**src/rtl/lb_match_ctrl_if.sv**
```systemverilog
// Pixel/line-buffer/SAD bus between the frame scan controller and its neighbours.
// master: thresholding stage + SAD side; slave: lb_match_ctrl.
interface lb_match_ctrl_if #(
  parameter int SAD_W = 12
);
  logic             pix_in;
  logic             pix_valid;
  logic             pix_ready;
  logic             lb_d;
  logic             lb_ena;
  logic [SAD_W-1:0] sad_in;

  modport master (
    output pix_in, pix_valid, sad_in,
    input  pix_ready, lb_d, lb_ena
  );

  modport slave (
    input  pix_in, pix_valid, sad_in,
    output pix_ready, lb_d, lb_ena
  );
endinterface

```
**src/rtl/lb_match_ctrl.sv**
```systemverilog
// Frame scan controller: fills the line buffer, walks template origins, keeps the raster-earliest SAD minimum.
// Optional LB_MATCH_EARLY_EXIT_EN: a sampled zero SAD ends the scan immediately.
module lb_match_ctrl #(
  parameter int IMG_W   = 640,
  parameter int IMG_H   = 480,
  parameter int TPL_W   = 40,
  parameter int TPL_H   = 100,
  parameter int SAD_W   = 12,
  parameter int SAD_LAT = 1
) (
  input  logic                     clk,
  input  logic                     rst,
  input  logic                     start,
  lb_match_ctrl_if.slave           bus,
  output logic                     busy,
  output logic                     done,
  output logic [$clog2(IMG_W)-1:0] best_x,
  output logic [$clog2(IMG_H)-1:0] best_y,
  output logic [SAD_W-1:0]         best_sad
);
  localparam int X_W    = $clog2(IMG_W);
  localparam int Y_W    = $clog2(IMG_H);
  localparam int N_PIX  = IMG_W * IMG_H;
  localparam int PIX_W  = $clog2(N_PIX);
  localparam int PIPE_D = (SAD_LAT > 0) ? SAD_LAT : 1;
  localparam int LAT_W  = (SAD_LAT > 1) ? $clog2(SAD_LAT) : 1;

  localparam logic [PIX_W-1:0] PIX_LAST   = PIX_W'(N_PIX - 1);
  localparam logic [X_W-1:0]   COL_MAX    = X_W'(IMG_W - 1);
  localparam logic [X_W-1:0]   COL_LAST   = X_W'(IMG_W - TPL_W);
  localparam logic [Y_W-1:0]   ROW_LAST   = Y_W'(IMG_H - TPL_H);
  localparam logic [LAT_W-1:0] DRAIN_INIT = LAT_W'((SAD_LAT > 0) ? SAD_LAT - 1 : 0);

  //  state   | meaning
  //  S_IDLE  | waiting for start after reset
  //  S_FILL  | accepting thresholded pixels into the line buffer
  //  S_SCAN  | shifting zeros, issuing one origin tag per legal column
  //  S_DRAIN | tag pipe emptying, no more shifts
  //  S_DONE  | result stable, waiting for start
  typedef enum logic [2:0] {S_IDLE, S_FILL, S_SCAN, S_DRAIN, S_DONE} state_t;

  state_t                     state_q, state_d;
  logic [PIX_W-1:0]           pix_cnt_q, pix_cnt_d;
  logic [X_W-1:0]             col_q, col_d;
  logic [Y_W-1:0]             row_q, row_d;
  logic [LAT_W-1:0]           drain_q, drain_d;
  logic [X_W-1:0]             best_x_q, best_x_d;
  logic [Y_W-1:0]             best_y_q, best_y_d;
  logic [SAD_W-1:0]           best_sad_q, best_sad_d;
  logic                       busy_q, busy_d;
  logic                       done_q, done_d;
  logic                       pix_ready_q, pix_ready_d;
  logic [PIPE_D-1:0]          tag_v_q, tag_v_d;
  logic [PIPE_D-1:0][X_W-1:0] tag_x_q, tag_x_d;
  logic [PIPE_D-1:0][Y_W-1:0] tag_y_q, tag_y_d;

  logic           tag_now_v;
  logic           out_v;
  logic [X_W-1:0] out_x;
  logic [Y_W-1:0] out_y;

  assign tag_now_v = (state_q == S_SCAN) && (col_q <= COL_LAST);
  // With zero latency the SAD belongs to the origin being issued right now.
  assign out_v = (SAD_LAT == 0) ? tag_now_v : tag_v_q[PIPE_D-1];
  assign out_x = (SAD_LAT == 0) ? col_q     : tag_x_q[PIPE_D-1];
  assign out_y = (SAD_LAT == 0) ? row_q     : tag_y_q[PIPE_D-1];

  assign bus.pix_ready = pix_ready_q;
  assign bus.lb_ena    = ((state_q == S_FILL) && bus.pix_valid) || (state_q == S_SCAN);
  assign bus.lb_d      = (state_q == S_FILL) ? bus.pix_in : 1'b0;
  assign busy          = busy_q;
  assign done          = done_q;
  assign best_x        = best_x_q;
  assign best_y        = best_y_q;
  assign best_sad      = best_sad_q;

  always_comb begin
    state_d    = state_q;
    pix_cnt_d  = pix_cnt_q;
    col_d      = col_q;
    row_d      = row_q;
    drain_d    = drain_q;
    best_x_d   = best_x_q;
    best_y_d   = best_y_q;
    best_sad_d = best_sad_q;

    tag_v_d[0] = tag_now_v;
    tag_x_d[0] = col_q;
    tag_y_d[0] = row_q;
    for (int i = 1; i < PIPE_D; i++) begin
      tag_v_d[i] = tag_v_q[i-1];
      tag_x_d[i] = tag_x_q[i-1];
      tag_y_d[i] = tag_y_q[i-1];
    end

    case (state_q)
      S_IDLE, S_DONE: begin
        if (start) begin
          state_d    = S_FILL;
          pix_cnt_d  = '0;
          col_d      = '0;
          row_d      = '0;
          drain_d    = '0;
          best_x_d   = '0;
          best_y_d   = '0;
          best_sad_d = '1;
          tag_v_d    = '0;
        end
      end
      S_FILL: begin
        if (bus.pix_valid) begin
          if (pix_cnt_q == PIX_LAST) begin
            state_d   = S_SCAN;
            pix_cnt_d = '0;
            col_d     = '0;
            row_d     = '0;
          end else begin
            pix_cnt_d = pix_cnt_q + PIX_W'(1);
          end
        end
      end
      S_SCAN: begin
        if (col_q == COL_MAX) begin
          col_d = '0;
          row_d = row_q + Y_W'(1);
        end else begin
          col_d = col_q + X_W'(1);
        end
        if ((row_q == ROW_LAST) && (col_q == COL_LAST)) begin
          state_d = (SAD_LAT == 0) ? S_DONE : S_DRAIN;
          drain_d = DRAIN_INIT;
        end
      end
      S_DRAIN: begin
        if (drain_q == '0) state_d = S_DONE;
        else               drain_d = drain_q - LAT_W'(1);
      end
      default: state_d = S_IDLE;
    endcase

    // Strict compare so ties keep the raster-earlier origin.
    if (out_v && (bus.sad_in < best_sad_q)) begin
      best_sad_d = bus.sad_in;
      best_x_d   = out_x;
      best_y_d   = out_y;
    end

`ifdef LB_MATCH_EARLY_EXIT_EN
    if (out_v && (bus.sad_in == '0)) begin
      state_d = S_DONE;
      tag_v_d = '0;
    end
`endif

    busy_d      = (state_d == S_FILL) || (state_d == S_SCAN) || (state_d == S_DRAIN);
    done_d      = (state_d == S_DONE);
    pix_ready_d = (state_d == S_FILL);
  end

  always_ff @(posedge clk or posedge rst) begin
    if (rst) begin
      state_q     <= S_IDLE;
      pix_cnt_q   <= '0;
      col_q       <= '0;
      row_q       <= '0;
      drain_q     <= '0;
      best_x_q    <= '0;
      best_y_q    <= '0;
      best_sad_q  <= '1;
      busy_q      <= 1'b0;
      done_q      <= 1'b0;
      pix_ready_q <= 1'b0;
      tag_v_q     <= '0;
      tag_x_q     <= '0;
      tag_y_q     <= '0;
    end else begin
      state_q     <= state_d;
      pix_cnt_q   <= pix_cnt_d;
      col_q       <= col_d;
      row_q       <= row_d;
      drain_q     <= drain_d;
      best_x_q    <= best_x_d;
      best_y_q    <= best_y_d;
      best_sad_q  <= best_sad_d;
      busy_q      <= busy_d;
      done_q      <= done_d;
      pix_ready_q <= pix_ready_d;
      tag_v_q     <= tag_v_d;
      tag_x_q     <= tag_x_d;
      tag_y_q     <= tag_y_d;
    end
  end
endmodule

```
**src/flat_wrapper.sv**
```systemverilog
// flat-port wrapper written by rule: the top's interface ports become plain ports
module lb_match_ctrl_flat 
#(
  parameter int IMG_W   = 640,
  parameter int IMG_H   = 480,
  parameter int TPL_W   = 40,
  parameter int TPL_H   = 100,
  parameter int SAD_W   = 12,
  parameter int SAD_LAT = 1
)
  (clk, rst, start, busy, done, best_x, best_y, best_sad, bus_pix_in, bus_pix_valid, bus_sad_in, bus_pix_ready, bus_lb_d, bus_lb_ena);
  lb_match_ctrl_if #(.SAD_W(SAD_W)) bus_i ();
  input  logic clk;
  input  logic rst;
  input  logic start;
  output logic busy;
  output logic done;
  output logic [$clog2(IMG_W)-1:0] best_x;
  output logic [$clog2(IMG_H)-1:0] best_y;
  output logic [SAD_W-1:0] best_sad;
  input wire logic [$bits(bus_i.pix_in)-1:0] bus_pix_in;
  input wire logic [$bits(bus_i.pix_valid)-1:0] bus_pix_valid;
  input wire logic [$bits(bus_i.sad_in)-1:0] bus_sad_in;
  output wire logic [$bits(bus_i.pix_ready)-1:0] bus_pix_ready;
  output wire logic [$bits(bus_i.lb_d)-1:0] bus_lb_d;
  output wire logic [$bits(bus_i.lb_ena)-1:0] bus_lb_ena;
  assign bus_i.pix_in = bus_pix_in;
  assign bus_i.pix_valid = bus_pix_valid;
  assign bus_i.sad_in = bus_sad_in;
  assign bus_pix_ready = bus_i.pix_ready;
  assign bus_lb_d = bus_i.lb_d;
  assign bus_lb_ena = bus_i.lb_ena;
  lb_match_ctrl #(.IMG_W(IMG_W), .IMG_H(IMG_H), .TPL_W(TPL_W), .TPL_H(TPL_H), .SAD_W(SAD_W), .SAD_LAT(SAD_LAT)) u_core (.clk(clk), .rst(rst), .start(start), .bus(bus_i), .busy(busy), .done(done), .best_x(best_x), .best_y(best_y), .best_sad(best_sad));
endmodule
```
**config.mk**
```make
export PLATFORM = sky130hd
export DESIGN_NAME = lb_match_ctrl_flat
export DESIGN_NICKNAME = d
export VERILOG_FILES = /design/src/rtl/lb_match_ctrl_if.sv /design/src/rtl/lb_match_ctrl.sv /design/src/flat_wrapper.sv
export SDC_FILE = /design/constraint.sdc
export NUM_CORES = 1
export LEC_CHECK = 0
export BUFFER_PORTS_ARGS = -buffer_cell sky130_fd_sc_hd__buf_4
export CORE_UTILIZATION = 33
export CTS_CLUSTER_DIAMETER = 60
export DETAILED_ROUTE_END_ITERATION = 7
export GPL_ROUTABILITY_DRIVEN = 0
export SLEW_MARGIN = 5
export SYNTH_ARGS = -nofsm -noshare
export SYNTH_HDL_FRONTEND = slang
export SYNTH_SLANG_ARGS = --single-unit
```
**constraint.sdc**
```tcl
create_clock -name clk -period 3.5 [get_ports clk]
set_clock_uncertainty 0.1 [all_clocks]
set_input_delay 0.7 -clock clk [delete_from_list [all_inputs] [get_ports clk]]
set_output_delay 0.7 -clock clk [all_outputs]
set_load 0.02 [all_outputs]
```
==> metrics.sh <==
OUTCOME='completed'
GRT_FIRST_PASS_WIRELENGTH_UM=13700
WORST_PIN_SLEW_NS=0.820
FINISH.NET_COUNT=472
PERIOD_UTILISATION_LAYOUT=0.747
MOST_FREQUENT_CELLS_IN_THE_LAYOUT='sky130_fd_sc_hd__dfrtp_1, sky130_fd_sc_hd__buf_4, sky130_fd_sc_hd__nor2_1, sky130_fd_sc_hd__nand2_1, sky130_fd_sc_hd__o21ai_0'
GRT_UTIL_ALL_LAYERS=0.135
SYN-NUM-NETS=418
SYNTH-XOR-AREA-SHARE=0.0399
FIRST_GLOBAL_VIAS=2817
TOTALWIRELENGTH_UM=8150
SYN_TO_FINAL_GROWTH_PCT=22.2
FLOORPLAN.DIE_AREA_UM2=13100
SYNTH.AVG_CELL_AREA_UM2=10.8
CRIT_TYPE='reg -> out'
ENDPOINT_KIND='output port'
DR_TOTAL_VIAS=3031
CTS.REPAIR_TIMING.SETUP_BUFFER_COUNT=0
YOSYS-MUX-AREA-FRACTION=0
GRT_ANTENNA_BEFORE_REPAIR=0
SYN-INSTANCE-COUNT=385
TIMING.HOLD.WS_NS=0.324
ANTENNA_VIOLATING_NETS_POST_ROUTE=0
RSZ0062_AT_GRT='false'
TOP_LEVEL_PORTS=53
PEAKVDDDROP_mV=0.221
CTSRESIZECOUNT=0
WORSTSKEWPAIRLATENCY_NS=0.34
CTS.HOLD.BUFFERS_ADDED=0
SLOWEST_STAGE='sky130_fd_sc_hd__nor3b_1'
SYNTH_SIMPLE_GATE_AREA_SHARE=0.169
POSTSYNTH.ASYNCRESETSHARE=1.00
PLACE_HPWL_UM=5600
NUMCTSBUFFERS=9
FLOORPLAN.INITIALDENSITY=0.343
DRC=0
FINAL_COMMON_CELL='sky130_fd_sc_hd__dfrtp_1'
FMAX_MHz=383
STATIC-LEAKAGE-POWER_nW=2.44
SETUP_TNS_NS=0
DRT_PRE_ANTENNA_ITERS=4
MAX_SLEW_MARGIN=0.452
CTS-ROOT-BUF='sky130_fd_sc_hd__clkbuf_16'
YS.WARNINGS.COUNT=0
DIE_WIDTH_UM=114
CLKSINKCOUNT=95
MIN_PERIOD_NS=2.61
TIMING_HOLD_VIOLATIONS_FINAL=0
CLK_TRANSITION_REPORTED_PATHS_NS=0.07
DRV.MAX_CAP_VIOLATION_COUNT=0
CP-START-KIND='register'
PATH_MAX_FANOUT=8
HOLD_PATH_CLASS='reg -> reg'
FLOORPLAN.ROWS=40
CRITICAL_PATH_ARRIVAL_NS=1.81
SYNTH.TOP_CELL.AREA_SHARE=0.498
YS_FF_LATCH=95
CRIT_CHAIN='nor3b_1 > nand2_1 > nand2_1 > buf_4'
CTS_TREE='built'
FILLCELLCOUNT=1188
DRT_ITER0_DRC=165
ROUTEDWLPERCELL_UM=13.3
PLACE.PORT_BUFFERS=52
FINAL_AREA_UM2=5100
SYNTH.LIB_CELLS_USED.DISTINCT=45
ANTENNA_CELLS=0
WORSTREG2REGSTART='u_core.best_sad[9]$_DFFE_PP1P_'
STARTPOINT='u_core.state_q[1]$_DFF_PP0_'
GLOBAL_ROUTE.OVERFLOW_TOTAL=0
MAXIMUM_NUMBER_OF_PINS_ON_ONE_NET_BEFORE_GLOBAL_ROUTE_REPAIR=96
SYNTH_TOP_FAMILY_BY_AREA='simple AND/OR/NAND/NOR gates'
SYNTH_AREA_UM2=4170
CP_COMMON_CELL='sky130_fd_sc_hd__nand2_1'
LAYOUT_CELLS_SIZED_ABOVE_1=0.205
SYNTH_COMPOUND_AREA_FRAC=0.137
CELLPOWERDENSITY_nW_PER_UM2=479
YOSYS.AREA.TOP_TYPE='sky130_fd_sc_hd__dfrtp_1'
POSTPLACECELLAREA_UM2=4780
CTS-ROOT-TO-SINK-BUFFERS=2
FINAL_MAX_SLEW_VIOL_COUNT=0
VIAS_PER_CELL=4.95
SYNTH-EDFF-COUNT=0
FINALSETUPVIOLCOUNT=0
POST_ROUTE_TOTAL_POWER_mW=2.44
MIN_FROM='u_core.row_q[5]$_DFFE_PP0P_'
DIEHEIGHT_UM=114
CORE_AREA_UM2=12200
TIMING.CRITICAL_PATH.REQUIRED_NS=2.70
YS_TOP_CELLS_BY_AREA='sky130_fd_sc_hd__dfrtp_1, sky130_fd_sc_hd__dfstp_2, sky130_fd_sc_hd__ha_1, sky130_fd_sc_hd__a22o_1, sky130_fd_sc_hd__nand2_1'
CTS.HTREE.LEVELS=3
CRITICAL_PATH.MAX_STAGE_DELAY_NS=0.58
FINALCOREUTILIZATION=0.419
SYNTH_SEQUENTIAL_AREA_RATIO=0.574
POSTSYNTH.TOPFLOPCELL='sky130_fd_sc_hd__dfrtp_1'
SYNTH_ADDER_AREA_SHARE=0.0480
## synthesized netlist by cell type, types with 5 or more instances
library cell,instances
sky130_fd_sc_hd__a22o_1,20
sky130_fd_sc_hd__buf_2,5
sky130_fd_sc_hd__xnor2_1,9
sky130_fd_sc_hd__o21ai_0,24
sky130_fd_sc_hd__inv_1,21
sky130_fd_sc_hd__dfrtp_1,83
sky130_fd_sc_hd__a21oi_1,13
sky130_fd_sc_hd__nand2_1,34
sky130_fd_sc_hd__xor2_1,10
sky130_fd_sc_hd__dfstp_2,12
sky130_fd_sc_hd__and3_1,7
sky130_fd_sc_hd__nor2_1,34
sky130_fd_sc_hd__nor3_1,8
sky130_fd_sc_hd__nand4_1,10
sky130_fd_sc_hd__nand3_1,15
sky130_fd_sc_hd__a2bb2oi_1,12
sky130_fd_sc_hd__ha_1,16
sky130_fd_sc_hd__clkbuf_1,7
## per-layer routing
metal  wire length [um]  vias to the layer above  global-route usage
met5                  0                        -                   0
met4                104                        0              0.0450
met3                350                        9              0.0413
met2               3750                       61               0.209
met1               3950                     1482               0.180
li1                   -                     1479                   -
## cell type report
type	count	area (um^2)	share of cell area
Sequential cell	95	2390	0.469
Multi-Input combinational cell	256	1650	0.323
Timing Repair Buffer	56	445	0.0874
Clock buffer	10	229	0.0449
Tap cell	168	210	0.0412
Clock inverter	6	91.3	0.0179
Inverter	21	80.1	0.0157
## metrics by stage
step | setup slack [ns] | instances
after floorplan | 0.243 | 385
after global placement | 0.801 | 596
after detailed placement | 0.767 | 596
after CTS | 0.866 | 612
after global routing | 0.650 | 612
final | 0.887 | 612
## cell families (layout without fill, tap and decap cells)
family          count (synthesis)  count (layout)
buf+inv                        34              93
compound gates                 83              83
xor+xnor                       19              19
flops                          95              95
simple gates                  138             138
fa+ha+maj                      16              16
## registers in the layout, indices dropped and copies added, names as in the netlist
name                  cells
u_core.state_q            3
u_core.out_x             10
u_core.col_q             10
u_core.best_sad          12
u_core.done               1
u_core.best_y             9
u_core.out_y              9
u_core.pix_cnt_q         19
u_core.best_x            10
u_core.out_v              1
u_core.bus.pix_ready      1
u_core.busy               1
u_core.row_q              9
## critical path: cells and delay by family, from the launching register on
kind                   cells  cell delay (ns)
buffers and inverters      1             0.15
flip-flops                 1             0.44
AND/OR/NAND/NOR            3             0.88
## report_power, final
part | internal, mW | switching (mW) | leakage [nW]
sequential | 1.16 | 0.0662 | 1.20
clock | 0.633 | 0.427 | 0.158
combinational | 0.0695 | 0.0798 | 1.08
total | 1.87 | 0.573 | 2.44
## final timing paths
check / slack (ns) / depth (start not counted) / endpoint
max in group asynchronous: 2.55 / 3 / u_core.best_sad[10]$_DFFE_PP1P_
min reg2reg: 0.32 / 0 / u_core.out_y[5]$_DFF_PP0_
min: 0.32 / 0 / u_core.out_y[5]$_DFF_PP0_
max reg2reg: 1.05 / 7 / u_core.best_y[7]$_DFFE_PP0P_
min in group asynchronous: 0.36 / 3 / u_core.best_y[4]$_DFFE_PP0P_
max: 0.89 / 4 / bus_lb_ena
(Power assumes the default switching activity.)
